===== config.mk =====
export PLATFORM = sky130hd
export DESIGN_NAME = i2c_master
export DESIGN_NICKNAME = d
export VERILOG_FILES = /design/src/rtl/i2c_master.sv
export SDC_FILE = /design/constraint.sdc
export NUM_CORES = 1
export LEC_CHECK = 0
export CAP_MARGIN = 15
export CORE_UTILIZATION = 55
export DETAILED_ROUTE_END_ITERATION = 12
export PLACE_DENSITY_LB_ADDON = 0.08
export REMOVE_ABC_BUFFERS = 1
export SLEW_MARGIN = 25
export SYNTH_ARGS = -nofsm -noshare
export SYNTH_HDL_FRONTEND = slang
export SYNTH_SLANG_ARGS = --single-unit

===== constraint.sdc =====
create_clock -name CLK -period 4.99 [get_ports CLK]
set_input_delay 1.2475 -clock CLK [delete_from_list [all_inputs] [get_ports CLK]]
set_output_delay 1.2475 -clock CLK [all_outputs]
set_load 0.05 [all_outputs]

===== src/rtl/i2c_master.sv =====
// ---------------------------------------------------------------------------
// i2c_master
//   Single-byte I2C master. One request moves a START, the 7-bit address plus
//   R/W bit, the address ACK, one data byte (written or read), the data ACK
//   (slave ACK on write, master NACK on read) and a STOP. Every bus bit is a
//   slot of four quarters, each CLK_DIV system clocks long.
//
// Parameters
//   CLK_DIV  system clocks per SCL quarter period (1..255)
//
// Ports
//   CLK     in   system clock, rising edge
//   Reset   in   asynchronous active-low reset
//   Start   in   transaction request, honoured only while Busy=0
//   RW      in   0 = write one byte, 1 = read one byte
//   Addr    in   7-bit slave address
//   WrData  in   byte to write
//   SCL     out  I2C clock towards the slave
//   oSDA    out  SDA towards the slave, 1 = released/high
//   iSDA    in   SDA level returned by the slave (ACK, read data)
//   RdData  out  byte read, valid from Done until the next accepted Start
//   Busy    out  high from the cycle after acceptance until Done
//   Done    out  one-cycle pulse at the end of a transaction
//   AckErr  out  a NACK was seen in the last transaction
// ---------------------------------------------------------------------------
module i2c_master #(
  parameter int CLK_DIV = 4
) (
  input  logic       CLK,
  input  logic       Reset,
  input  logic       Start,
  input  logic       RW,
  input  logic [6:0] Addr,
  input  logic [7:0] WrData,
  output logic       SCL,
  output logic       oSDA,
  input  logic       iSDA,
  output logic [7:0] RdData,
  output logic       Busy,
  output logic       Done,
  output logic       AckErr
);

  localparam logic [3:0] IDLE      = 4'd0;
  localparam logic [3:0] START     = 4'd1;
  localparam logic [3:0] ADDR      = 4'd2;
  localparam logic [3:0] ADDR_ACK  = 4'd3;
  localparam logic [3:0] WDATA     = 4'd4;
  localparam logic [3:0] WDATA_ACK = 4'd5;
  localparam logic [3:0] RDATA     = 4'd6;
  localparam logic [3:0] RNACK     = 4'd7;
  localparam logic [3:0] STOP      = 4'd8;

  localparam logic [7:0] QUARTER_LAST = 8'(CLK_DIV - 1);

  logic [3:0] state;
  logic [3:0] nextState;
  logic [7:0] quarterCnt;
  logic [7:0] nextQuarterCnt;
  logic [1:0] quarter;
  logic [1:0] nextQuarter;
  logic [2:0] bitCnt;
  logic [2:0] nextBitCnt;
  logic [7:0] addrByte;
  logic [7:0] wrByte;
  logic [1:0] busNext;
  logic       accept;
  logic       quarterEnd;
  logic       slotEnd;
  logic       sampleNow;

  // Bus levels {SCL, SDA} for a given position inside a transaction. SCL and
  // oSDA are registered from the position the block is about to enter, so
  // the pins line up exactly with the state and never glitch.
  function automatic logic [1:0] busLevels(
    input logic [3:0] st,
    input logic [1:0] q,
    input logic [2:0] bitIdx,
    input logic [7:0] aByte,
    input logic [7:0] wByte
  );
    logic [1:0] levels;
    levels = 2'b11;
    case (st)
      IDLE:      levels = 2'b11;
      START:     levels = {1'b1, ~q[1]};
      ADDR:      levels = {q[1], aByte[bitIdx]};
      WDATA:     levels = {q[1], wByte[bitIdx]};
      ADDR_ACK,
      WDATA_ACK,
      RDATA,
      RNACK:     levels = {q[1], 1'b1};
      STOP:      levels = {q[1], (q == 2'd3)};
      default:   levels = 2'b11;
    endcase
    return levels;
  endfunction

  assign accept     = (state == IDLE) && Start;
  assign quarterEnd = (quarterCnt == QUARTER_LAST);
  assign slotEnd    = quarterEnd && (quarter == 2'd3);
  assign sampleNow  = (state != IDLE) && quarterEnd && (quarter == 2'd2);

  // Next position in the transaction. The quarter counter runs in every
  // non-idle state, and the state/bit counter only move on the last clock of
  // a slot, which is what keeps SDA changes confined to q0 entry. The ACK
  // decision reads AckErr, which was already updated at the end of q2.
  always_comb begin
    nextState      = state;
    nextQuarterCnt = quarterCnt;
    nextQuarter    = quarter;
    nextBitCnt     = bitCnt;
    if (state == IDLE) begin
      nextQuarterCnt = 8'd0;
      nextQuarter    = 2'd0;
      if (Start) begin
        nextState = START;
      end
    end else begin
      nextQuarterCnt = quarterEnd ? 8'd0 : quarterCnt + 8'd1;
      if (quarterEnd) begin
        nextQuarter = quarter + 2'd1;
      end
      if (slotEnd) begin
        case (state)
          START: begin
            nextState  = ADDR;
            nextBitCnt = 3'd7;
          end
          ADDR: begin
            if (bitCnt == 3'd0) nextState = ADDR_ACK;
            else                nextBitCnt = bitCnt - 3'd1;
          end
          ADDR_ACK: begin
            if (AckErr) begin
              nextState = STOP;
            end else begin
              nextState  = addrByte[0] ? RDATA : WDATA;
              nextBitCnt = 3'd7;
            end
          end
          WDATA: begin
            if (bitCnt == 3'd0) nextState = WDATA_ACK;
            else                nextBitCnt = bitCnt - 3'd1;
          end
          WDATA_ACK: nextState = STOP;
          RDATA: begin
            if (bitCnt == 3'd0) nextState = RNACK;
            else                nextBitCnt = bitCnt - 3'd1;
          end
          RNACK:     nextState = STOP;
          STOP:      nextState = IDLE;
          default:   nextState = IDLE;
        endcase
      end
    end
  end

  assign busNext = busLevels(nextState, nextQuarter, nextBitCnt, addrByte, wrByte);

  // Sequential state. Reset drops straight back to an idle bus with no STOP
  // and no Done. Acceptance latches the request so later input changes are
  // harmless, and clears the previous result. The slave's SDA is sampled on
  // the last clock of q2, well after it had the whole SCL-low time to settle.
  always_ff @(posedge CLK or negedge Reset) begin
    if (!Reset) begin
      state      <= IDLE;
      quarterCnt <= 8'd0;
      quarter    <= 2'd0;
      bitCnt     <= 3'd0;
      addrByte   <= 8'h00;
      wrByte     <= 8'h00;
      SCL        <= 1'b1;
      oSDA       <= 1'b1;
      RdData     <= 8'h00;
      Busy       <= 1'b0;
      Done       <= 1'b0;
      AckErr     <= 1'b0;
    end else begin
      state      <= nextState;
      quarterCnt <= nextQuarterCnt;
      quarter    <= nextQuarter;
      bitCnt     <= nextBitCnt;
      SCL        <= busNext[1];
      oSDA       <= busNext[0];
      Done       <= (state == STOP) && slotEnd;
      if (accept) begin
        addrByte <= {Addr, RW};
        wrByte   <= WrData;
        AckErr   <= 1'b0;
        RdData   <= 8'h00;
        Busy     <= 1'b1;
      end else if ((state == STOP) && slotEnd) begin
        Busy <= 1'b0;
      end
      if (sampleNow) begin
        case (state)
          ADDR_ACK,
          WDATA_ACK: if (iSDA) AckErr <= 1'b1;
          RDATA:     RdData <= {RdData[6:0], iSDA};
          default:   ;
        endcase
      end
    end
  end

endmodule


==> impl_metrics.json <==
{
  "synth_seq_cells": 46,
  "slew_headroom": 0.619,
  "r2r-end": "oSDA",
  "reg2reg_depth": 9,
  "crit_path_start": "bitCnt[0]",
  "grt_pass1_wl_um": 9010,
  "skew_ns": 0.00839,
  "ys_async_sr_fraction": 1.00,
  "fp.dieW_um": 71.4,
  "grt_max_degree": 47,
  "crit_buf_inv": 1,
  "drc": 2,
  "hold_depth": 1,
  "rows": 24,
  "detail_route.wl_per_cell_um": 15.1,
  "dp.cells": 333,
  "startpoint_type": "flip-flop",
  "dieArea_mm2": 0.00510,
  "post-cts-setup-buffers": 0,
  "insertion_delay_ns": 0.30,
  "crit_fanout": 18,
  "area_growth_syn_to_layout_pct": 16.4,
  "grt_pass1_vias": 1959,
  "chipHeight_um": 71.4,
  "initial_utilization": 0.588,
  "dp_hpwl_um": 3720,
  "hold_class": "reg -> reg",
  "violations": "DRC",
  "crit_path_end_kind": "flip-flop",
  "p_leak_nw": 1.32,
  "cts_max_path_buffers": 2,
  "yosys_warnings": 0,
  "synthCells": 260,
  "drv_slew": 0,
  "antenna_left": 0,
  "fin_tns_setup_ns": 0,
  "vias": 2057,
  "cts_resized": 0,
  "io_buffer_count": 32,
  "worst_pin_slew_ns": 0.572,
  "yosysTopAreaCell": "dfrtp_1",
  "required_ns": 5.21,
  "n_antenna_cell": 0,
  "hold_path_end": "quarterCnt[0]",
  "antenna_found_initial": 0,
  "rsz0062_at_grt": "no",
  "finalWirelength_um": 5150,
  "hold_violations": 0,
  "synth_cell_types": 65,
  "period_share": 0.630,
  "synth_edf_count": 0,
  "grt_overflow": 0,
  "viasPerCell": 6.03,
  "crit_family": "compound AO/OA/AOI/OAI gates",
  "multi_input_area_mm2": 0.00138,
  "r2r_slack_ns": 1.85,
  "synth_flop_cell": "dfrtp_1",
  "nFillCells": 368,
  "ios": 33,
  "r2r_start": "bitCnt[0]",
  "htreeDepth": 2,
  "hold_start": "quarterCnt[0]",
  "crit_chain": "clkinv_1 > ha_1 > nand2b_1 > a32oi_2 > o32a_1 > a211oi_1 > a311oi_1 > nor3_1 > o221ai_2",
  "gp_congestion": 0.873,
  "core-area_mm2": 0.00450,
  "postCtsHoldBufs": 0,
  "critPathKind": "reg -> reg",
  "ys_seq_area_frac": 0.436,
  "cts_tree": "built",
  "firstDrtPassIters": 8,
  "setup_viol": 0,
  "power.density_mw_per_mm2": 221,
  "synth_top_area_frac": 0.416,
  "synth.cell_area_mm2": 0.00265,
  "fin_crit_ns": 3.14,
  "critical_path_arrival_ns": 3.36,
  "clk_pin_slew_ns": 0.08,
  "layout-drive-gt1-share": 0.176,
  "timing.fmax_ghz": 0.318,
  "cap_viol_max_count": 0,
  "clkSinkCount": 46,
  "fin_nets": 313,
  "crit_cells": 9,
  "ir_drop_uv": 163,
  "root_buffer": "clkbuf_8",
  "grt_util_all_layers": 0.226,
  "post_synth.cell_area_avg_um2": 10.2,
  "cpPeakStageDelay_ns": 0.70,
  "drt-initial-drc-count": 154,
  "cpMaxStageDelayCell": "dfrtp_1",
  "cts_made_buffers": 5,
  "status": "finished, violations left",
  "regArea_mm2": 0.00115,
  "final_cells": 341,
  "ys_top_cells_by_area": "dfrtp_1, mux2_2, nand2_1"
}
==> state kept, by name (all words and copies together) (netlist names) <==
signal / count
oSDA: 1
SCL: 1
bitCnt: 3
Done: 1
RdData: 8
AckErr: 1
state: 4
addrByte: 8
quarter: 2
quarterCnt: 8
wrByte: 8
Busy: 1
==> power breakdown <==
group	total [mW]	internal, mW	switching, mW	leakage, nW
clock	0.287	0.163	0.124	0.0585
sequential	0.372	0.372	0	0.574
combinational	0.0214	0.0128	0.00863	0.692
total	0.681	0.549	0.132	1.32
==> layout make-up <==
| cell class | instances | area share |
|---|---|---|
| clock buffers | 7 | 0.0280 |
| repair buffers | 33 | 0.106 |
| clock inverters | 1 | 0.00975 |
| flip-flops and latches | 46 | 0.374 |
| multi-input cells | 192 | 0.449 |
| inverters | 10 | 0.0122 |
| well taps | 52 | 0.0211 |
==> metrics by stage <==
stage                     area, µm²  setup slack [ns]  total power, mW   util  hold slack (ns)
after CTS                      3080              1.88            0.690  0.683            0.481
after global placement         2960              1.89            0.402  0.658            0.444
after global routing           3080              1.57            0.703  0.684            0.514
after floorplan                2570              2.24            0.380      -            0.432
final                          3080              1.85            0.681  0.684            0.478
after detailed placement       2960              1.88            0.402  0.658            0.469
==> synth_stat cells, drive strengths merged, types with 3 or more instances <==
cell / n
a211o: 3
a21oi: 5
a311oi: 3
and2: 3
and3: 5
buf: 7
clkbuf: 5
dfrtp: 44
ha: 5
inv: 9
mux2: 16
nand2: 35
nand2b: 3
nand3: 19
nand4: 3
nor2: 24
nor4: 4
o21ai: 10
o22ai: 3
o32a: 4
or2: 3
xnor2: 4
xor2: 4
==> metal layers <==
layer | part of all wire | wire, µm | vias to the layer above | track usage
li1 | - | - | 1004 | -
met1 | 0.46 | 2360 | 1001 | 0.294
met2 | 0.50 | 2560 | 44 | 0.386
met3 | 0.034 | 173 | 8 | 0.0422
met4 | 0.013 | 65 | 0 | 0.0667
met5 | 0 | 0 | - | 0
==> kinds of logic after synthesis <==
family,synth area share
buffers and inverters,0.0421
adder cells (fa/ha/maj),0.0236
flip-flops,0.436
XOR/XNOR,0.0265
AO/OA/AOI/OAI,0.160
multiplexers,0.0756
AND/OR/NAND/NOR,0.237
==> worst max-delay path by stage <==
stage	endpoint	slack (ns)
6_report	oSDA	1.85
5_1_grt	oSDA	1.57
4_1_cts	oSDA	1.88
3_5_place_dp	oSDA	1.88
3_3_place_gp	oSDA	1.89
2_1_floorplan	oSDA	2.24
==> cells in the final DEF, fill, tap and decap left out, drive strengths merged, types with 3 or more instances in the layout <==
master / n
o21ai: 10
inv: 9
nand2: 35
and3: 5
and2: 3
nand4: 3
a311oi: 3
a21oi: 5
o32a: 4
clkbuf: 7
nand2b: 3
clkdlybuf4s50: 31
xnor2: 4
a211o: 3
dfrtp: 44
ha: 5
nor4: 4
xor2: 4
nor2: 24
o22ai: 3
nand3: 19
or2: 3
mux2: 16
Note: power is estimated with default switching activity, not from simulation.
